`config.mk`:
```
export PLATFORM = sky130hd
export DESIGN_NAME = sw_conditioner
export DESIGN_NICKNAME = d
export VERILOG_FILES = /design/src/rtl/sw_conditioner.sv
export SDC_FILE = /design/constraint.sdc
export NUM_CORES = 1
export LEC_CHECK = 0
export CAP_MARGIN = 15
export CELL_PAD_IN_SITES_DETAIL_PLACEMENT = 1
export CELL_PAD_IN_SITES_GLOBAL_PLACEMENT = 2
export CORE_MARGIN = 4
export CORE_UTILIZATION = 38
export CTS_CLUSTER_SIZE = 12
export DETAILED_ROUTE_END_ITERATION = 8
export PLACE_DENSITY_LB_ADDON = 0.1
export SLEW_MARGIN = 25
export SYNTH_ARGS = -nofsm -noshare
export SYNTH_HDL_FRONTEND = slang
export SYNTH_SLANG_ARGS = --single-unit
export TNS_END_PERCENT = 1
```
`constraint.sdc`:
```
create_clock -name clk -period 1.7 [get_ports clk]
set_input_delay 0.34 -clock clk [delete_from_list [all_inputs] [get_ports clk]]
set_output_delay 0.34 -clock clk [all_outputs]
set_load 0.01 [all_outputs]
```
`src/rtl/sw_conditioner.sv`:
```
// sw_conditioner: board switch input conditioning for the picoMIPS core.
// Each switch bit passes through a two-flop synchroniser and a per-bit
// debounce counter. The block produces clean levels, one-cycle rise/fall
// pulses and a sticky branch-flag request that the core acknowledges.
module sw_conditioner #(
   parameter int N            = 10,
   parameter int STABLE_COUNT = 16,
   parameter int FLAG_BIT     = 8
) (
   input  logic         clk,
   input  logic         reset,
   input  logic [N-1:0] sw_raw,
   output logic [N-1:0] sw_clean,
   output logic [N-1:0] sw_rise,
   output logic [N-1:0] sw_fall,
   input  logic         bflag_ack,
   output logic         bflag
);

   // The counter must hold values up to STABLE_COUNT-1. Its width is sized from STABLE_COUNT+1.
   localparam int CW = $clog2(STABLE_COUNT + 1);
   localparam logic [CW-1:0] CNT_LAST = CW'(STABLE_COUNT - 1);
   localparam logic [CW-1:0] CNT_ZERO = {CW{1'b0}};
   localparam logic [CW-1:0] CNT_ONE  = CW'(1);

   logic [N-1:0]  sync1_r;
   logic [N-1:0]  sync2_r;
   logic [CW-1:0] cnt_r     [N];
   logic [CW-1:0] cnt_nxt_s [N];
   logic [N-1:0]  clean_r;
   logic [N-1:0]  clean_nxt_s;
   logic [N-1:0]  rise_r;
   logic [N-1:0]  rise_nxt_s;
   logic [N-1:0]  fall_r;
   logic [N-1:0]  fall_nxt_s;
   logic          bflag_r;
   logic          bflag_nxt_s;

   // Per-bit debounce logic. A mismatch has to persist for STABLE_COUNT evaluations before the new value is accepted.
   always_comb begin
      clean_nxt_s = clean_r;
      rise_nxt_s  = {N{1'b0}};
      fall_nxt_s  = {N{1'b0}};
      for (int i = 0; i < N; i++) begin
         cnt_nxt_s[i] = cnt_r[i];
         if (sync2_r[i] == clean_r[i]) begin
            cnt_nxt_s[i] = CNT_ZERO;
         end else if (cnt_r[i] == CNT_LAST) begin
            clean_nxt_s[i] = sync2_r[i];
            rise_nxt_s[i]  = sync2_r[i];
            fall_nxt_s[i]  = ~sync2_r[i];
            cnt_nxt_s[i]   = CNT_ZERO;
         end else begin
            cnt_nxt_s[i] = cnt_r[i] + CNT_ONE;
         end
      end
   end

   // Sticky flag. A new debounced press beats a coincident ack, so that no press is lost.
   always_comb begin
      if (rise_nxt_s[FLAG_BIT]) begin
         bflag_nxt_s = 1'b1;
      end else if (bflag_ack) begin
         bflag_nxt_s = 1'b0;
      end else begin
         bflag_nxt_s = bflag_r;
      end
   end

   // Two-stage synchroniser for the asynchronous switch levels. There is no logic between the stages.
   always_ff @(posedge clk or negedge reset) begin
      if (!reset) begin
         sync1_r <= {N{1'b0}};
         sync2_r <= {N{1'b0}};
      end else begin
         sync1_r <= sw_raw;
         sync2_r <= sync1_r;
      end
   end

   // Debounce counters. Reset discards any partially counted change.
   always_ff @(posedge clk or negedge reset) begin
      if (!reset) begin
         for (int i = 0; i < N; i++) begin
            cnt_r[i] <= CNT_ZERO;
         end
      end else begin
         for (int i = 0; i < N; i++) begin
            cnt_r[i] <= cnt_nxt_s[i];
         end
      end
   end

   // Registered clean levels, edge pulses and the branch flag. Every output comes straight from a flop.
   always_ff @(posedge clk or negedge reset) begin
      if (!reset) begin
         clean_r <= {N{1'b0}};
         rise_r  <= {N{1'b0}};
         fall_r  <= {N{1'b0}};
         bflag_r <= 1'b0;
      end else begin
         clean_r <= clean_nxt_s;
         rise_r  <= rise_nxt_s;
         fall_r  <= fall_nxt_s;
         bflag_r <= bflag_nxt_s;
      end
   end

   assign sw_clean = clean_r;
   assign sw_rise  = rise_r;
   assign sw_fall  = fall_r;
   assign bflag    = bflag_r;

endmodule

```
# [Word level (Yosys, flattened, before mapping)]
# Cells that the tools add are included.
[op_classes] n_addsub=10 n_reduce_logical=11 n_bitwise=20 eq_ne=20 muxes=62
[op_table] cell="two-way mux 5 bit" n=20
[op_table] cell="adder 5 x 1 -> 5 bit (second input constant)" n=10
[op_table] cell="equality test 5 x 4 -> 1 bit (second input constant)" n=10
[op_table] cell="two-way mux 1 bit" n=42
[op_table] cell="inverter 1 bit" n=20
[op_table] cell="AND reduction 2 bit" n=10
[op_table] cell="equality test 1 bit" n=10
[op_table] cell="nonzero test 2 bit" n=1
[word_totals] regBits=101 output_inout_bits=31 elab_cells=148

# [Longest topological paths before layout]
[depth] depth_word=4 mapped_depth=4

# [Worst setup path before layout]
# No wires, ideal clock.
[synth_path] kind="register -> register" from="reg cnt_r[40] (netlist name)" to="reg clean_r[1], in the netlist sw_clean[1]" setup_slack_ps=477 n_path_buf=0 required_time_ps=1575 arrival_time_ps=1098 path_stages_with_launch=4 synth_period_minus_slack_ps=1223 path_cell_list="dfrtp_1 > ha_1 > nand4b_1 > mux2_2"
[synth_via] elab_chain_len=2
[synth_lines] item="start, declared" line="28" source="logic [CW-1:0] cnt_r [N];"
[synth_lines] item="start signal, assigned by index" line="89" source="cnt_r[i] <= cnt_nxt_s[i];"
[synth_lines] item="equality test 5 x 4 -> 1 bit" line="48" source="end else if (cnt_r[i] == CNT_LAST) begin"
[synth_lines] item="AND reduction 2 bit (no line)"
[synth_lines] item="end signal, assigned" line="97" source="clean_r <= {N{1'b0}};"
[synth_lines] item="end signal, assigned" line="102" source="clean_r <= clean_nxt_s;"
[synth_lines] item="end, declared" line="30" source="logic [N-1:0] clean_r;"
# No other way between the ends.
# A chain may end at the register's enable or synchronous reset.

# [Worst setup path after layout]
[layout_path] from="reg bflag_r, in the netlist bflag" to="out bflag"
[layout_rtl] item="start, declared" line="36" source="logic bflag_r;"
[layout_rtl] item="start signal, assigned" line="105" source="bflag_r <= bflag_nxt_s;"
[layout_rtl] item="end, declared" line="17" source="output logic bflag"
# No word-level cell between the ends.

==> metrics.log <==
[metrics] overall die width: 106.5 um
[metrics] post-detailed-placement cell area: 0.004315 sq mm
[metrics] top cells by count, synth: 101 x dfrtp_1, 30 x xor2_1, 20 x nand2_1, 20 x nor2_1, 19 x nor3b_1
[metrics] height of the chip: 106.5 um
[metrics] Fin Clk Skew: 9.050 ps
[metrics] Synth Warn #: 0
[metrics] fmax: 0.6247 GHz
[metrics] Core Area: 0.009328 sq mm
[metrics] Hold Worst Slack: 354.1 ps
[metrics] Design Area, Final: 0.004562 sq mm
[metrics] Final Max Tran Viols: 0
[metrics] Min-Delay Path Depth: 0
[metrics] Post-DRT Antenna Nets: 0
[metrics] Fin. Hold Viols: 0
[metrics] detailed-placement wirelength estimate: 4361 um
[metrics] Initial DRC Count: 57
[metrics] remaining design rule violation count: 0
[metrics] Maximum Capacitance Violations: 0
[metrics] largest driver fanout on the critical path: 2
[metrics] final non-filler cell total: 456
[metrics] CTS tree: built
[metrics] dominant combinational cell family by area after synthesis: simple AND/OR/NAND/NOR gates
[metrics] share of synthesized area spent on multiplexers: 3.055%
[metrics] CTS Buf Count: 9
[metrics] biggest area consumer among synthesized cells: dfrtp_1
[metrics] via count of the first global-routing pass: 2,356
[metrics] Initial Util: 39.52%
[metrics] Cell variety after synth: 17
[metrics] Pwr per Cell Area: 977.2 mW/mm^2
[metrics] total number of H-tree levels: 3
[metrics] transition time at the pin with the least slew margin: 440.8 ps
[metrics] post-synthesis net count: 286
[metrics] Final nets: 345
[metrics] Clk Latency, worst-skew pair: 360 ps
[metrics] worst-path cell with the longest stage delay: clkdlybuf4s50_1
[metrics] CP delay by family, top: buffers and inverters
[metrics] most frequent cell after synthesis: dfrtp_1
[metrics] Mapped Area: 0.003686 sq mm
[metrics] required time reported for the critical path endpoint: 1360 ps
[metrics] slack of the worst reg-to-reg path: 360 ps
[metrics] overall global routing resource usage: 12.51%
[metrics] arrival time of the worst setup path: 1260 ps
[metrics] number of enable-type register cells in the synthesized netlist: 0
[metrics] critical path, cell by cell: clkdlybuf4s50_1
[metrics] Tmin final: 1601 ps
[metrics] Antenna diodes: 0
[metrics] path type of the worst min-delay path: flip-flop to flip-flop
[metrics] fraction of the mapped netlist area in adder cells: 3.394%
[metrics] first-pass GRT wire length: 11,250 um
[metrics] routability congestion estimate from global placement: 0.7446
[metrics] leakage: 2.284 nW
[metrics] initial antenna violation count: 0
[metrics] type of the setup path with the least slack: flip-flop to primary output
[metrics] global route total overflow: 0
[metrics] post-layout util: 48.91%
[metrics] sequential area share after synthesis: 68.57%
[metrics] area fraction of the dominant cell type after synthesis: 68.57%
[metrics] total number of cells along the worst setup path: 1
[metrics] compound-gate portion of the synthesized area: 1.901%
[metrics] async set or reset register ratio after synthesis: 100.0%
[metrics] largest voltage drop on the vdd net: 0.4790 mV
[metrics] count of final setup violators: 0
[metrics] number of vias per cell after detailed routing: 4.754
[metrics] outcome: complete, no violations
[metrics] setup repair after global routing missed its margin: no
[metrics] area growth from synthesis to layout: 23.76%
[metrics] fraction of layout instances using a drive strength above 1: 10.40%
[metrics] worst-case clock buffer depth: 2
[metrics] slack of the critical path: 99.19 ps
[metrics] Most used DFF post-synth: dfrtp_1
[metrics] Relative slew margins: 70.61%
[metrics] number of buffer and inverter stages on the critical path: 1
[metrics] number of standard cells after synthesis: 263
[metrics] worst reg2reg path startpoint: cnt_r[15]$_DFF_PN0_
[metrics] mean routed wirelength per cell: 13.80 um
[metrics] cell at the root of the clock tree: clkbuf_8
[metrics] ratio of final minimum period to clock period: 94.17%
[metrics] count of input and output buffers: 43
[metrics] dpl ws: 376.7 ps
[metrics] end of the worst hold path: sync2_r[3]$_DFF_PN0_
[metrics] number of sinks driven by the clock tree: 101
[metrics] DR vias: 2,168
[metrics] Post-Syn Area per Cell: 14.02 sq um
[metrics] Setup Total Neg Slack: 0 ps
[metrics] number of fill cells in the layout: 970
[metrics] endpoint class of the critical path: primary output
[metrics] number of optimization iterations in the first detailed-route pass: 4
[metrics] simple logic cell fraction of the synthesized area: 15.85%
[metrics] count of standard-cell rows: 35
[metrics] Reg2Reg Capture Point: sw_clean[6]$_DFFE_PN0P_
[metrics] clock slew at reported path FFs: 90 ps
[metrics] xor/xnor share of the synthesized area: 7.128%
[metrics] largest net degree at the start of global routing: 40
[metrics] number of synthesized register bits: 101
[metrics] largest stage delay on the critical path: 540 ps
[metrics] crit path launch type: flip-flop
[metrics] total chip power: 4.458 mW
[metrics] total wire length: 6295 um
[metrics] IO Pins: 44
[metrics] ranking of synthesized cells by area: dfrtp_1 69%, xor2_1 7.1%, nor3b_1 3.9%, ha_1 3.4%, mux2_2 3.1%
[metrics] hold path start: sync1_r[3]$_DFF_PN0_
[metrics] Die Area: 0.01134 sq mm
[metrics] Cells after DPL: 437
[metrics] length in cells of the worst reg-to-reg path: 3
## where the power goes
part	internal [mW]	switching, mW	leakage [nW]	total, mW
sequential	2.48	0.0641	1.34	2.55
combinational	0.0968	0.111	0.831	0.208
clock	0.882	0.821	0.113	1.70
## worst max path at each step
| stage | slack [ps] | startpoint | endpoint |
|---|---|---|---|
| 2_1_floorplan | 480 | cnt_r[40]$_DFF_PN0_ | sw_clean[1]$_DFFE_PN0P_ |
| 3_3_place_gp | 390 | cnt_r[25]$_DFF_PN0_ | sw_clean[4]$_DFFE_PN0P_ |
| 3_5_place_dp | 380 | cnt_r[15]$_DFF_PN0_ | sw_clean[6]$_DFFE_PN0P_ |
| 4_1_cts | 2 | sw_clean[3]$_DFFE_PN0P_ | sw_clean[3] |
| 5_1_grt | 2 | bflag$_DFFE_PN0P_ | bflag |
| 6_report | 100 | bflag$_DFFE_PN0P_ | bflag |
## cells by family (layout without fill, tap and decap cells)
kind of cell,Yosys count,after routing
compound gates,11,11
xor+xnor,30,30
fa+ha+maj,10,10
buf+inv,1,65
flops,101,101
mux,10,10
simple gates,100,100
## cells in the final DEF, fill, tap and decap left out, types with 2 or more instances in the layout
cell type / n
and3_1: 7
nor3b_1: 19
nand3_1: 10
buf_12: 2
clkbuf_8: 10
a31oi_1: 10
and2_1: 12
xor2_1: 30
nand4b_1: 9
mux2_2: 10
dlygate4sd2_1: 8
inv_6: 2
bufinv_16: 2
dfrtp_1: 101
ha_1: 10
nand2_1: 20
nor2_1: 20
buf_4: 3
clkdlybuf4s50_1: 34
## registers in the layout, summed over array words and instances (netlist names)
name,flops
sync1_r,10
sw_clean,10
sw_rise,10
cnt_r,50
bflag,1
sync2_r,10
sw_fall,10
## per-layer routing
layer / wire (um) / GRT usage [%]
met5: 0 / 0
met4: 99 / 5.205
met3: 277 / 3.704
met2: 3099 / 20.14
met1: 2818 / 15.79
## layout make-up
class / count / area, sq um / area share [%]
repair buffers: 48 / 483.0 / 10.59
inverters: 1 / 3.754 / 0.08228
clock inverters: 6 / 93.84 / 2.057
multi-input cells: 161 / 1155 / 25.32
well taps: 129 / 161.4 / 3.538
clock buffers: 10 / 137.6 / 3.017
flip-flops and latches: 101 / 2527 / 55.40
## repair_timing
item | in CTS | in global routing
hold buffers | 1 | 0
setup buffers | 1 | 1
hold endpoints to repair | 29 | 0
setup endpoints to repair | 9 | 1
gates resized for setup | 8 | 0
No activity file was read; power rests on OpenSTA's default activity.
